### src/rtl/ebox_mbox_req.sv
// ebox_mbox_req
//   EBOX-side memory request arbiter and sequencer. Grants one of NCH
//   requesters round-robin, latches its write flag/address/data, drives the
//   MBOX request until T0, then waits for the response. An MBOX retry
//   re-issues the same request up to MAXRETRY times. A response timeout of
//   TMO cycles ends the transaction with an error. One transaction at a time.
//
// Ports
//   clk, CROBAR           clock, synchronous active-high reset
//   reqValid/Write/Adr/Data  per-channel requests (channel i at [i*W +: W])
//   reqReady              one-hot grant, combinational, in the accepting IDLE cycle
//   mboxReq/Write/Adr/Data   request to MBOX with latched fields
//   mboxT0/Retry/Resp/RdData MBOX accept, retry demand, response strobe, read data
//   respValid/Data/Err    one-cycle completion to the owning channel
//   busy                  state is not IDLE
//   tmoErr, errClr        sticky timeout flag and its clear (set wins)
module ebox_mbox_req #(
    parameter int NCH      = 3,
    parameter int AW       = 23,
    parameter int DW       = 36,
    parameter int MAXRETRY = 7,
    parameter int TMO      = 63
) (
    input  logic                clk,
    input  logic                CROBAR,
    input  logic [NCH-1:0]      reqValid,
    input  logic [NCH-1:0]      reqWrite,
    input  logic [NCH*AW-1:0]   reqAdr,
    input  logic [NCH*DW-1:0]   reqData,
    output logic [NCH-1:0]      reqReady,
    output logic                mboxReq,
    output logic                mboxWrite,
    output logic [AW-1:0]       mboxAdr,
    output logic [DW-1:0]       mboxData,
    input  logic                mboxT0,
    input  logic                mboxRetry,
    input  logic                mboxResp,
    input  logic [DW-1:0]       mboxRdData,
    output logic [NCH-1:0]      respValid,
    output logic [DW-1:0]      respData,
    output logic                respErr,
    output logic                busy,
    output logic                tmoErr,
    input  logic                errClr
);

    localparam int PW = (NCH > 1) ? $clog2(NCH) : 1;
    localparam int RW = (MAXRETRY > 0) ? $clog2(MAXRETRY + 1) : 1;
    localparam int TW = $clog2(TMO);

    localparam logic [PW:0]   NCH_V = (PW+1)'(NCH);
    localparam logic [PW-1:0] LAST  = PW'(NCH - 1);
    localparam logic [RW-1:0] RMAX  = RW'(MAXRETRY);
    localparam logic [TW-1:0] TLAST = TW'(TMO - 1);

    typedef enum logic [1:0] {S_IDLE, S_REQ, S_WAIT, S_DONE} state_t;

    state_t          state;
    logic [PW-1:0]   ptr;
    logic [PW-1:0]   owner;
    logic [RW-1:0]   retry_cnt;
    logic [TW-1:0]   tmo_cnt;
    logic            wr;
    logic [AW-1:0]   adr;
    logic [DW-1:0]   data;
    logic [DW-1:0]   resp_data;
    logic            resp_err;
    logic            tmo_err;

    // Round-robin pick: rotate the valid vector so ptr lands at bit 0, take
    // the lowest set bit, then rotate the offset back into channel space.
    logic [2*NCH-1:0] dbl;
    logic [NCH-1:0]   rot;
    logic [PW:0]      off;
    logic [PW:0]      sum;
    logic [PW-1:0]    gnt_idx;
    logic             any_req;

    always_comb begin
        dbl = {reqValid, reqValid} >> ptr;
        rot = dbl[NCH-1:0];
        off = '0;
        for (int j = NCH - 1; j >= 0; j--) begin
            if (rot[j]) off = j[PW:0];
        end
        sum = {1'b0, ptr} + off;
        if (sum >= NCH_V) sum = sum - NCH_V;
        gnt_idx = sum[PW-1:0];
        any_req = |reqValid;
    end

    // Timeout fires in the TMO-th REQ/WAIT cycle after the last REQ entry.
    logic tmo_hit;
    assign tmo_hit = ((state == S_REQ) || (state == S_WAIT)) && (tmo_cnt == TLAST);

    always_comb begin
        reqReady = '0;
        if ((state == S_IDLE) && any_req && !CROBAR) reqReady[gnt_idx] = 1'b1;
    end

    always_comb begin
        respValid = '0;
        if (state == S_DONE) respValid[owner] = 1'b1;
    end

    assign mboxReq   = (state == S_REQ);
    assign busy      = (state != S_IDLE);
    assign mboxWrite = wr;
    assign mboxAdr   = adr;
    assign mboxData  = data;
    assign respData  = resp_data;
    assign respErr   = resp_err;
    assign tmoErr    = tmo_err;

    always_ff @(posedge clk) begin
        if (CROBAR) begin
            state     <= S_IDLE;
            ptr       <= '0;
            owner     <= '0;
            retry_cnt <= '0;
            tmo_cnt   <= '0;
            wr        <= 1'b0;
            adr       <= '0;
            data      <= '0;
            resp_data <= '0;
            resp_err  <= 1'b0;
            tmo_err   <= 1'b0;
        end else begin
            // Clear first so a timeout in the same cycle overrides it.
            if (errClr) tmo_err <= 1'b0;

            case (state)
                S_IDLE: begin
                    if (any_req) begin
                        owner     <= gnt_idx;
                        ptr       <= (gnt_idx == LAST) ? '0 : gnt_idx + 1'b1;
                        wr        <= reqWrite[gnt_idx];
                        adr       <= reqAdr[gnt_idx*AW +: AW];
                        data      <= reqData[gnt_idx*DW +: DW];
                        retry_cnt <= '0;
                        tmo_cnt   <= '0;
                        state     <= S_REQ;
                    end
                end
                S_REQ: begin
                    if (tmo_hit) begin
                        tmo_err   <= 1'b1;
                        resp_err  <= 1'b1;
                        resp_data <= '0;
                        state     <= S_DONE;
                    end else begin
                        tmo_cnt <= tmo_cnt + 1'b1;
                        if (mboxT0) state <= S_WAIT;
                    end
                end
                S_WAIT: begin
                    if (tmo_hit) begin
                        tmo_err   <= 1'b1;
                        resp_err  <= 1'b1;
                        resp_data <= '0;
                        state     <= S_DONE;
                    end else if (mboxResp) begin
                        resp_data <= wr ? '0 : mboxRdData;
                        resp_err  <= 1'b0;
                        state     <= S_DONE;
                    end else if (mboxRetry) begin
                        if (retry_cnt < RMAX) begin
                            retry_cnt <= retry_cnt + 1'b1;
                            tmo_cnt   <= '0;
                            state     <= S_REQ;
                        end else begin
                            resp_err  <= 1'b1;
                            resp_data <= '0;
                            state     <= S_DONE;
                        end
                    end else begin
                        tmo_cnt <= tmo_cnt + 1'b1;
                    end
                end
                S_DONE: begin
                    resp_err  <= 1'b0;
                    resp_data <= '0;
                    state     <= S_IDLE;
                end
                default: state <= S_IDLE;
            endcase
        end
    end

endmodule

### config.mk
export PLATFORM = sky130hd
export DESIGN_NAME = ebox_mbox_req
export DESIGN_NICKNAME = d
export VERILOG_FILES = /design/src/rtl/ebox_mbox_req.sv
export SDC_FILE = /design/constraint.sdc
export NUM_CORES = 1
export LEC_CHECK = 0
export CORE_AREA = 2 2 127 129
export CTS_CLUSTER_SIZE = 14
export DETAILED_ROUTE_END_ITERATION = 8
export DIE_AREA = 0 0 129 131
export GPL_TIMING_DRIVEN = 1
export PLACE_DENSITY = 0.74
export SETUP_SLACK_MARGIN = 0.1
export SYNTH_ARGS = -nofsm -noshare
export SYNTH_HDL_FRONTEND = slang
export SYNTH_SLANG_ARGS = --single-unit
### constraint.sdc
create_clock -name clk -period 5.9 [get_ports clk]
set_input_delay 0.59 -clock clk [delete_from_list [all_inputs] [get_ports clk]]
set_output_delay 0.59 -clock clk [all_outputs]
set_load 0.01 [all_outputs]
==> impl_metrics.yaml <==
status:
  outcome: "finished, final reports clean"
setup_path:
  critical_path.startpoint_type: "primary input"
  timing.setup.critical_path_class: "primary input to output pin"
  worst_setup_path_end_kind: "output pin"
  rr_endpoint: "mboxData[34]"
  r2r_setup_slack_ns: 2.16
  critical_path.max_fanout: 10
  rr_startpoint: "ptr[0]"
  crit_arrival_ns: 4.28
  required_ns: 5.31
  r2r.worst_path.cells: 10
clocking:
  clock_latency_ns: 0.41
  cts.clk_slew.worst_paths_ns: 0.05
  cts_max_path_buffers: 2
  post_cts_buffers: 0
  postCtsResizedCells: 0
  cts-htree-levels: 4
  tritoncts_clock_tree: "built"
  root_buffer: "sky130_fd_sc_hd__clkbuf_16"
  total_clock_sinks: 113
  cts_hold_buffers: 0
  numCtsBuffers: 17
power:
  ratio_of_total_power_to_cell_area_nw_per_um2: 474
  share_seq_of_total_power_pct: 22.9
  leakage_nw: 3.70
  clock_power_share_pct: 23.0
  power.ir.vdd_worst_mv: 0.363
  switching_power_w: 0.00180
  cellInternalPower_w: 0.00274
  power.share.combinational_pct: 54.0
  power_w: 0.00454
  power.switching_fraction_pct: 39.7
synth:
  synth_warnings: 0
  synth-edff-count: 0
  ys_ff_latch: 113
  mappedNetlistNets: 835
  syn-mean-instance-area_um2: 9.25
  fraction_of_the_yosys_area_taken_by_sequential_cells_pct: 40.7
  synth_ff_type: "sky130_fd_sc_hd__dfxtp_1"
  synth_area_leaders: "sky130_fd_sc_hd__dfxtp_1 (41%), sky130_fd_sc_hd__mux2i_1 (15%), sky130_fd_sc_hd__a32oi_1 (6.6%)"
  synth_largest_type_area_fraction_pct: 40.7
  post_synth_inst_count: 600
  synth_area_leader_cell: "sky130_fd_sc_hd__dfxtp_1"
  ys_types: 58
  ys_async_sr_fraction_pct: 0
  combined_area_of_all_synthesized_cells_um2: 5550
sta:
  setup_total_negative_slack_ns: 0
  final-setup-viol-count: 0
  timing_hold_violations_final: 0
  worst-slew-pin-transition_ns: 1.06
  timing.max_slew.rel_slack_pct: 29.2
  number_of_max_slew_violations_in_the_final_report: 0
  timing.clock.skew_ns: 0.0122
  finalCriticalPeriod_ns: 4.87
  rsz0062_at_grt: "no"
  timing.final.crit_share_pct: 82.5
  final_critical_path_setup_slack_ns: 1.03
  max_clock_freq_mhz: 205
global_route:
  grt_pass1_vias: 5685
  globalRouteTotalUtil_pct: 23.3
  global_route_wire_length_before_repair_um: 30300
  grt_start_max_net_pins: 62
  grt_remaining_overflow: 0
  grt_antenna_before_repair: 1
routing:
  number_of_design_rule_violations_left_by_the_first_detailed_router_iteration: 392
  routed_wl_per_cell_um: 18.0
  route.detailed.vias_per_inst: 5.26
  drc: 0
  drt-pass1-iter-count: 5
  drt.antenna.violating_nets: 0
  wl_um: 20500
  route.vias.total: 5991
cells_and_area:
  fin_nets: 1145
  post_route_cells_drive_above_1_share_pct: 5.63
  final_core_utilization_pct: 61.4
  area_delta_synth_final_pct: 72.4
job:
  cap_viol_max_count: 0
min_path:
  min_to: "respData[17]"
  min_path_cells: 2
  worstHoldPathType: "flip-flop to flip-flop"
  timing.hold.worst.start: "respData[17]"
floorplanning:
  starting_utilization_of_the_core_area_pct: 35.6
  rows: 46
  fp.coreArea_um2: 15600
  die_height_um: 131
  floorplan.io_pins: 331
  chipWidth_um: 129
  die-area_um2: 16900
placement:
  routabilityCongestion: 0.838
  dp_worst_setup_slack_ns: 1.01
  io_buffers: 330
  dpl.hpwl_um: 15100
## sequential cells by signal (all words and copies together), names as in the netlist
signal and flops:
ptr 2, mboxAdr 23, respData 36, respErr 1, mboxData 36, tmoErr 1, owner 2, state 2
retry_cnt 3, mboxWrite 1, tmo_cnt 6
## worst max-delay path by stage
stage / startpoint / slack (ns) / endpoint / cells past startpoint
2_1_floorplan: reqValid[2] / 2.02 / reqReady[1] / 10
3_3_place_gp: reqValid[2] / 1.04 / reqReady[0] / 10
3_5_place_dp: reqValid[2] / 1.01 / reqReady[0] / 10
4_1_cts: reqValid[2] / 1.00 / reqReady[0] / 10
5_1_grt: reqValid[2] / 0.81 / reqReady[2] / 12
6_report: reqValid[2] / 1.03 / reqReady[0] / 10
## per-layer routing
| metal | share of wire [%] | vias up | global-route usage [%] | wire length, µm |
|---|---|---|---|---|
| met2 | 51 | 260 | 40.0 | 10500 |
| met5 | 0 | - | 0 | 0 |
| li1 | - | 2904 | - | - |
| met3 | 8.8 | 27 | 7.86 | 1810 |
| met4 | 1.9 | 0 | 8.82 | 388 |
| met1 | 38 | 2800 | 27.0 | 7810 |
## critical path, stage by stage
cell and delay [ns]:
sky130_fd_sc_hd__clkdlybuf4s50_1 0.67, sky130_fd_sc_hd__or4b_2 0.61, sky130_fd_sc_hd__a21oi_1 0.16, sky130_fd_sc_hd__a31oi_1 0.08, sky130_fd_sc_hd__fa_1 0.58, sky130_fd_sc_hd__inv_1 0.06, sky130_fd_sc_hd__ha_1 0.35, sky130_fd_sc_hd__o21ai_4 0.38
sky130_fd_sc_hd__and3_1 0.22, sky130_fd_sc_hd__clkdlybuf4s50_1 0.57
## stage by stage
step                std cells  instance area [µm²]  hold slack, ns
CTS                      1139                 9570           0.457
global placement         1107                 8970           0.444
floorplan                 600                 5550           0.452
finish                   1140                 9570           0.455
global route             1140                 9570           0.479
detailed placement       1107                 8970           0.451
## cell usage in the layout (no fill, tap or decap), drive strengths merged, types with 2 or more instances in the layout
| cell type | n |
|---|---|
| a222oi | 18 |
| nor3 | 8 |
| ha | 9 |
| nand2b | 4 |
| nand3 | 7 |
| nor2b | 4 |
| nand2 | 88 |
| buf | 10 |
| a211oi | 3 |
| or4 | 3 |
| bufinv | 3 |
| and3 | 4 |
| a32oi | 42 |
| or3 | 2 |
| clkinv | 6 |
| mux2i | 81 |
| o21ai | 64 |
| o211ai | 3 |
| nor3b | 5 |
| a2111oi | 4 |
| inv | 11 |
| a31oi | 5 |
| o31ai | 5 |
| clkinvlp | 2 |
| clkbuf | 22 |
| o2bb2ai | 3 |
| nor2 | 13 |
| o21a | 3 |
| clkdlybuf4s50 | 330 |
| or4b | 2 |
| dfxtp | 113 |
| a21oi | 27 |
## power groups by stage
stage          Clock [W]  Combinational, W  Sequential, W
4_1_cts          0.00106           0.00247        0.00104
5_1_grt          0.00110           0.00265        0.00106
3_5_place_dp           0           0.00246        0.00105
3_3_place_gp           0           0.00244        0.00105
2_1_floorplan          0           0.00157        0.00110
6_report         0.00105           0.00245        0.00104
## cell families after synthesis
kind of cell | Yosys count | synth area share (%)
AOI/OAI and AO/OA | 187 | 24.0
adders and majority gates | 10 | 2.39
buffers and inverters | 61 | 5.70
DFF | 113 | 40.7
muxes | 81 | 14.6
and+or+nand+nor | 148 | 12.6
## area by class of cell
type	count	area, µm²
flip-flops and latches	113	2260
inverters	12	45.0
multi-input cells	426	3020
fillers	1358	6020
repair buffers	340	3380
clock inverters	10	134
well taps	216	270
diodes	1	2.50
clock buffers	22	464
## synthesized netlist by cell type, drive strengths merged, types with 2 or more instances
cell     instances
mux2i           81
nor2b            4
nor2            13
or4b             2
or4              3
o211ai           3
nand2b           4
ha               9
clkbuf          23
o2bb2ai          3
a31oi            5
nor3             8
nand3            7
a211oi           3
buf             26
inv             11
a2111oi          4
or3              2
a222oi          18
o21ai           64
and3             4
a32oi           42
nor3b            5
nand2           88
a21oi           27
dfxtp          113
o31ai            5
o21a             3
(Power assumes the default switching activity.)
